File: src/rtl/nbbpu_lsu.sv
// Load/store initiator between the NBBPU core and a 16-bit single-port data RAM.
// Word/byte loads and stores; byte stores are read-modify-write; faults answer without touching RAM.
module nbbpu_lsu #(
  parameter int RAM_WORDS   = 256,
  parameter bit SIGN_EXTEND = 1'b0
) (
  input  logic        clock,
  input  logic        reset_n,
  input  logic        req_valid,
  output logic        req_ready,
  input  logic        req_write,
  input  logic        req_byte,
  input  logic [15:0] req_address,
  input  logic [15:0] req_data,
  output logic        resp_valid,
  input  logic        resp_ready,
  output logic [15:0] resp_data,
  output logic        resp_error,
  output logic        ram_control,
  output logic [15:0] ram_address,
  output logic [15:0] ram_write_data,
  input  logic [15:0] ram_read_data
);

  typedef enum logic [1:0] {
    IDLE    = 2'd0,
    READ    = 2'd1,
    WRITE   = 2'd2,
    RESPOND = 2'd3
  } state_e;

  localparam logic [16:0] ADDR_LIMIT = 17'(2 * RAM_WORDS);

  state_e      state_q, state_d;
  logic        write_q, write_d;
  logic        byte_q, byte_d;
  logic        addr_lsb_q, addr_lsb_d;
  logic [7:0]  data_q, data_d;
  logic [15:0] resp_data_q, resp_data_d;
  logic        resp_error_q, resp_error_d;
  logic [15:0] ram_addr_q, ram_addr_d;
  logic [15:0] ram_wdata_q, ram_wdata_d;

  logic        accept_s;
  logic        fault_s;
  logic [7:0]  byte_sel_s;
  logic [15:0] load_val_s;

  // RAM strobes and handshake flags decode straight from the state register,
  // so an asynchronous reset kills a write in flight.
  assign req_ready      = (state_q == IDLE) && reset_n;
  assign resp_valid     = (state_q == RESPOND);
  assign ram_control    = (state_q == WRITE);
  assign resp_data      = resp_data_q;
  assign resp_error     = resp_error_q;
  assign ram_address    = ram_addr_q;
  assign ram_write_data = ram_wdata_q;

  assign accept_s = req_valid && req_ready;
  assign fault_s  = (!req_byte && req_address[0]) || ({1'b0, req_address} >= ADDR_LIMIT);

  // Byte lane select and extension of the word currently on the RAM read bus
  always_comb begin
    byte_sel_s = addr_lsb_q ? ram_read_data[15:8] : ram_read_data[7:0];
    if (!byte_q) begin
      load_val_s = ram_read_data;
    end else if (SIGN_EXTEND) begin
      load_val_s = {{8{byte_sel_s[7]}}, byte_sel_s};
    end else begin
      load_val_s = {8'h00, byte_sel_s};
    end
  end

  // Next-state and datapath updates for the request sequencer
  always_comb begin
    state_d      = state_q;
    write_d      = write_q;
    byte_d       = byte_q;
    addr_lsb_d   = addr_lsb_q;
    data_d       = data_q;
    resp_data_d  = resp_data_q;
    resp_error_d = resp_error_q;
    ram_addr_d   = ram_addr_q;
    ram_wdata_d  = ram_wdata_q;
    case (state_q)
      IDLE: begin
        if (accept_s) begin
          write_d      = req_write;
          byte_d       = req_byte;
          addr_lsb_d   = req_address[0];
          data_d       = req_data[7:0];
          resp_data_d  = 16'h0000;
          resp_error_d = fault_s;
          if (fault_s) begin
            state_d = RESPOND;
          end else if (req_write && !req_byte) begin
            ram_addr_d  = {1'b0, req_address[15:1]};
            ram_wdata_d = req_data;
            state_d     = WRITE;
          end else begin
            ram_addr_d = {1'b0, req_address[15:1]};
            state_d    = READ;
          end
        end else begin
          state_d = IDLE;
        end
      end
      READ: begin
        // Byte stores merge the untouched lane from the word just read
        if (write_q) begin
          ram_wdata_d = addr_lsb_q ? {data_q, ram_read_data[7:0]}
                                   : {ram_read_data[15:8], data_q};
          state_d     = WRITE;
        end else begin
          resp_data_d = load_val_s;
          state_d     = RESPOND;
        end
      end
      WRITE: begin
        state_d = RESPOND;
      end
      RESPOND: begin
        if (resp_ready) begin
          state_d = IDLE;
        end else begin
          state_d = RESPOND;
        end
      end
      default: begin
        state_d = IDLE;
      end
    endcase
  end

  // State and datapath registers
  always_ff @(posedge clock or negedge reset_n) begin
    if (!reset_n) begin
      state_q      <= IDLE;
      write_q      <= 1'b0;
      byte_q       <= 1'b0;
      addr_lsb_q   <= 1'b0;
      data_q       <= 8'h00;
      resp_data_q  <= 16'h0000;
      resp_error_q <= 1'b0;
      ram_addr_q   <= 16'h0000;
      ram_wdata_q  <= 16'h0000;
    end else begin
      state_q      <= state_d;
      write_q      <= write_d;
      byte_q       <= byte_d;
      addr_lsb_q   <= addr_lsb_d;
      data_q       <= data_d;
      resp_data_q  <= resp_data_d;
      resp_error_q <= resp_error_d;
      ram_addr_q   <= ram_addr_d;
      ram_wdata_q  <= ram_wdata_d;
    end
  end

endmodule

File: config.mk
export PLATFORM = sky130hd
export DESIGN_NAME = nbbpu_lsu
export DESIGN_NICKNAME = d
export VERILOG_FILES = /design/src/rtl/nbbpu_lsu.sv
export SDC_FILE = /design/constraint.sdc
export NUM_CORES = 1
export LEC_CHECK = 0
export BUFFER_PORTS_ARGS = -buffer_cell sky130_fd_sc_hd__clkbuf_2
export CAP_MARGIN = 20
export CORE_ASPECT_RATIO = 0.9
export CORE_MARGIN = 5
export CORE_UTILIZATION = 51
export CTS_BUF_LIST = sky130_fd_sc_hd__clkbuf_2
export DETAILED_ROUTE_END_ITERATION = 12
export GPL_TIMING_DRIVEN = 0
export PLACE_DENSITY = 0.8
export SLEW_MARGIN = 20
export SYNTH_ARGS = -nofsm -noshare
export SYNTH_HDL_FRONTEND = slang
export SYNTH_SLANG_ARGS = --single-unit
File: constraint.sdc
create_clock -name clock -period 2 [get_ports clock]
set_input_delay 0.2 -clock clock [delete_from_list [all_inputs] [get_ports clock]]
set_output_delay 0.2 -clock clock [all_outputs]
set_load 0.03 [all_outputs]
# After elaboration in Yosys (flattened, before gate mapping)
# Index checks and enable logic that the tools add are counted.
classes:
  magnitude_cmp: 1
  n_eq_ne: 8
  muxes: 17
  bitwise_logic: 1
  reduce_logical: 12
ops:
  columns: ["cell", "count"]
  rows:
  - ["$mux W16", 8]
  - ["$pmux W16 S2", 2]
  - ["$ge A16 B10 Y1 const B", 1]
  - ["$mux W2", 4]
  - ["$mux W8", 1]
  - ["$ne A2 B2 Y1 const B", 4]
  - ["$pmux W2 S4", 1]
  - ["$reduce_and A3 Y1", 2]
  - ["$reduce_and A5 Y1", 1]
  - ["$eq A2 B2 Y1 const B", 2]
  - ["$logic_and A1 B1 Y1", 4]
  - ["$eq A2 B1 Y1 const B", 1]
  - ["$logic_not A2 Y1", 1]
  - ["$ne A2 B1 Y1 const B", 1]
  - ["$reduce_and A2 Y1", 1]
  - ["$reduce_bool A2 Y1", 1]
  - ["$logic_not A1 Y1", 1]
  - ["$logic_or A1 B1 Y1", 1]
  - ["$mux W1", 1]
  - ["$not A1 Y1", 1]
word_totals:
  register_bits: 61
  in_bits: 54
  elab_cells: 48

# Logic depth before layout (Yosys ltp)
logic_depth:
  word_depth: 6
  ltp_mapped: 6

# Least setup slack after synthesis
# Ideal clock, no wire load.
synth_path:
  kind: "reg2reg"
  start: "reg state_q[1]"
  end: "reg ram_wdata_q[10] (netlist: ram_write_data[10])"
  setup_ps: 79
  t_arrival_ps: 1568
  required_ps: 1921
  path_slack_ps: 352
  path_stages_with_launch: 7
  path_buffers: 2
  period_less_slack_ps: 1648
  cell_sequence: "dfrtp_1 > and4bb_2 > buf_6 > nand3b_2 > o22ai_4 > buf_6 > mux2i_1"
synth_via:
  elab_chain_cells: 5
synth_rtl:
  columns: ["element", "line", "text"]
  rows:
  - ["from (decl)", "34", "state_e state_q, state_d;"]
  - ["from (signal assigned)", "148", "state_q <= state_d;"]
  - ["$logic_not A2 Y1", "51, 85", null]
  - ["$logic_and A1 B1 Y1", "51", "assign req_ready = (state_q == IDLE) && reset_n;"]
  - ["$logic_and A1 B1 Y1", "59", "assign accept_s = req_valid && req_ready;"]
  - ["$ne A2 B2 Y1 (no line)", null, null]
  - ["$reduce_and A5 Y1 (no line)", null, null]
  - ["to (signal assigned)", "156", "ram_wdata_q <= ram_wdata_d;"]
  - ["to (decl)", "42", "logic [15:0] ram_wdata_q, ram_wdata_d;"]
# Several ways; a longest one is shown, not always the timed one.
# A chain may end at the register's enable or synchronous reset.

# Final worst setup path
layout_path:
  start: "reg state_q[1]"
  end: "reg ram_addr_q[6] (netlist: ram_address[6])"
layout_via:
  elab_chain_cells: 4
layout_rtl:
  columns: ["element", "line", "text"]
  rows:
  - ["$logic_not A2 Y1 (*)", "51, 85", null]
  - ["$logic_and A1 B1 Y1", "51", null]
  - ["$logic_and A1 B1 Y1", "59", null]
  - ["$reduce_and A3 Y1 (no line) (*)", null, null]
  - ["to (signal assigned)", "155", "ram_addr_q <= ram_addr_d;"]
  - ["to (decl)", "41", "logic [15:0] ram_addr_q, ram_addr_d;"]
# Every way passes the cells marked *; elsewhere a longest branch is shown, timed or not.

==> results by group <==
Outcome
  • Status: complete, no violations

Logic synthesis
  • Mapped Avg Cell Area: 11.0 µm²
  • Post-synth EDFFs: 0
  • Mapped cell area: 2850 µm²
  • Top cells by area, synth: dfrtp_1, mux2i_1, mux2_2
  • Sequential area share after synthesis: 53.6%
  • Synth cell types: 26
  • Top_reg_cell synth: dfrtp_1
  • Gate Count Post-Synth: 260
  • Fraction of registers with async set/reset: 100%
  • Syn nets: between 300 and 400
  • Share of the synthesized area in the top cell type: 53.6%
  • Cell type with the largest total area after synthesis: dfrtp_1
  • Number of synthesized register bits: just over 60
  • Synth Warn #: 0

Drt
  • Vias: approximately 2,500
  • Vias per Instance: 5.14
  • Detailed Route WL: 7.98 mm
  • 1st-iter DRT viols: 108
  • DR pass1 iterations: 4
  • DRC: 0
  • Antenna-violating nets left: 0
  • DR WL/cell: 16.4 µm

CTS
  • CTS Sinks: between 60 and 70
  • Max clock buf depth: 2
  • Clock Latency Late Sink: 0.50 ns
  • Reg clk slew, reported paths: roughly 0.18 ns
  • Total CTS buffers: 9
  • CTS tree: done
  • H-tree Lvls: 3
  • Root buf cell: clkbuf_2
  • Cts repair resizes: 0

Global route
  • Gr ovfl total: 0
  • Initial antenna violation count: 0
  • Vias in the first global route: 2,573
  • Gr usage total: 23.9%
  • Largest net degree at the start of global routing: 35
  • First-pass GRT wire length: 12.9 mm

Floorplan
  • Rows: 25
  • Die area: 7180 µm²
  • Die height: ~81 µm
  • Initial Util: 53.3%
  • I/O pins: 106
  • Core Region: 5350 µm²
  • Die Wd: approximately 90 µm

Cells and area
  • Final std cells w/o fill: 487
  • Area Overhead vs Synth: 39.6%
  • ANT cells: 0
  • Number of fillers in the final layout: 379
  • Fraction of layout cells with a size suffix above 1: 37.1%
  • Layout Nets: between 400 and 500
  • FF+latch area: 1530 µm²
  • Multi-input combinational cell area: around 1200 µm²

Critical path
  • Worst path arrival time: 2.24 ns
  • Crit path required time: 2.41 ns
  • Crit end category: register
  • CP Launch Type: register
  • Top fanout value on the critical path: 10
  • Critical path class: register to register

STA
  • Fmax: 546 MHz
  • RSZ-0062 raised after global routing: no
  • Slew HR: roughly two thirds
  • Worst slew pin tran: ~0.5 ns
  • Tmin final: 1.83 ns
  • Clk_skew: 0.0273 ns
  • Final Max Tran Viols: 0
  • Setup ws final: between 0.15 and 0.2 ns
  • Setup-failing EPs final: 0
  • Final hold vios: 0
  • Setup TNS: 0 ns
  • Fin crit share: just over 90%

Power and ir drop
  • Overall Power: about 0.0053 W
  • Maximum VDD drop: 0.000856 V
  • Pwr/cell area: 1330 nW/µm²
  • Leakage: 2.06 nW

Run
  • Max-cap violations: 0

Place
  • Worst slack, placed: -0.0735 ns
  • Placed insts: around 430
  • Gpl congestion: 0.801
  • Port bufs: 104
  • DP HPWL: 5.38 mm

Worst hold path
  • Hold WC Path Type: input port to register
## stage by stage
step / cell area, µm² / hold WS [ns] / util [%]
final: 3980 / 0.000921 / 74.4
after global routing: 3980 / 0.0229 / 74.4
after CTS: 3950 / 0.00328 / 73.9
after detailed placement: 3480 / 0.181 / 65.0
after global placement: 3450 / 0.418 / 64.6
after floorplan: 2850 / -0.0956 / -
## Yosys cell counts (2+ instances only)
master / instances
a21oi_1: 16
and2_1: 8
buf_2: 7
buf_6: 2
clkbuf_1: 5
dfrtp_1: 61
inv_1: 17
mux2_2: 18
mux2i_1: 40
nand2_1: 31
nand2b_1: 2
nor2_1: 18
nor2b_1: 2
nor3b_1: 3
o21ai_0: 12
o31ai_1: 8
## report_power, final
group,total (W),internal (W),switching (W),leakage [nW]
Combinational,0.00257,0.000919,0.00165,1.21
Sequential,0.00198,0.00168,0.000300,0.787
Clock,0.000750,0.000291,0.000459,0.0694
## what timing repair did
item	CTS	global route
hold buffers	36	1
hold endpoints to repair	90	1
setup buffers	0	2
setup endpoints to repair	0	10
## cell type report
cell class / instances / share of cell area [%]
Buffer: 15 / 2.11
Timing Repair Buffer: 144 / 23.6
Inverter: 17 / 1.60
Sequential cell: 61 / 38.4
Clock buffer: 11 / 1.38
Tap cell: 67 / 2.11
Clock inverter: 5 / 1.29
Multi-Input combinational cell: 167 / 29.5
## routing by layer
metal | global-route usage, % | up-vias | part of all wire [%] | wire, µm
met5 | 0 | - | 0 | 0
met4 | 13.0 | 0 | 3.0 | 241
met3 | 3.75 | 21 | 5.7 | 458
met2 | 37.2 | 97 | 48 | 3830
met1 | 31.8 | 1196 | 43 | 3460
li1 | - | 1191 | - | -
## cells in the final DEF (no fill, tap or decap), types with 2 or more instances in the layout
master / n
clkbuf_2: 114
buf_6: 2
buf_2: 7
nand2b_1: 2
nor2_1: 18
inv_1: 17
dlygate4sd3_1: 36
buf_4: 3
dfrtp_1: 61
nor2b_1: 2
mux2i_1: 40
mux2_2: 18
clkinv_2: 2
and2_1: 8
nor3b_1: 3
o21ai_0: 12
o31ai_1: 8
nand2_1: 31
buf_12: 2
clkbuf_1: 5
a21oi_1: 16
## cells by family after synthesis
group	synth area share (%)
compound gates	7.99
buf+inv	5.18
mux	21.2
simple gates	11.9
other cells	0.132
flops	53.6
## flip-flops by register name, indices dropped and copies added (netlist names)
register and count:
ram_write_data 16, addr_lsb_q 1, ram_address 15, data_q 8, resp_data 16, write_q 1, state_q 2, resp_error 1
byte_q 1
## final timing paths
path	start	to	slack (ns)	depth (start not counted)
max	state_q[1]	ram_address[6]	0.17	5
max reg2reg	state_q[1]	ram_address[6]	0.17	5
max in group asynchronous	reset_n	resp_data[3]	1.35	4
min	req_data[8]	ram_write_data[8]	0.0009	3
min reg2reg	resp_data[15]	resp_data[15]	0.50	2
min in group asynchronous	reset_n	resp_error	0.21	3
## critical path, stage by stage (launching register included)
cell and delay (ns):
dfrtp_1 0.49, and4bb_2 0.33, buf_6 0.15, nand4_2 0.21, buf_2 0.27, mux2_2 0.29
Power figures use the tool's default switching activity.
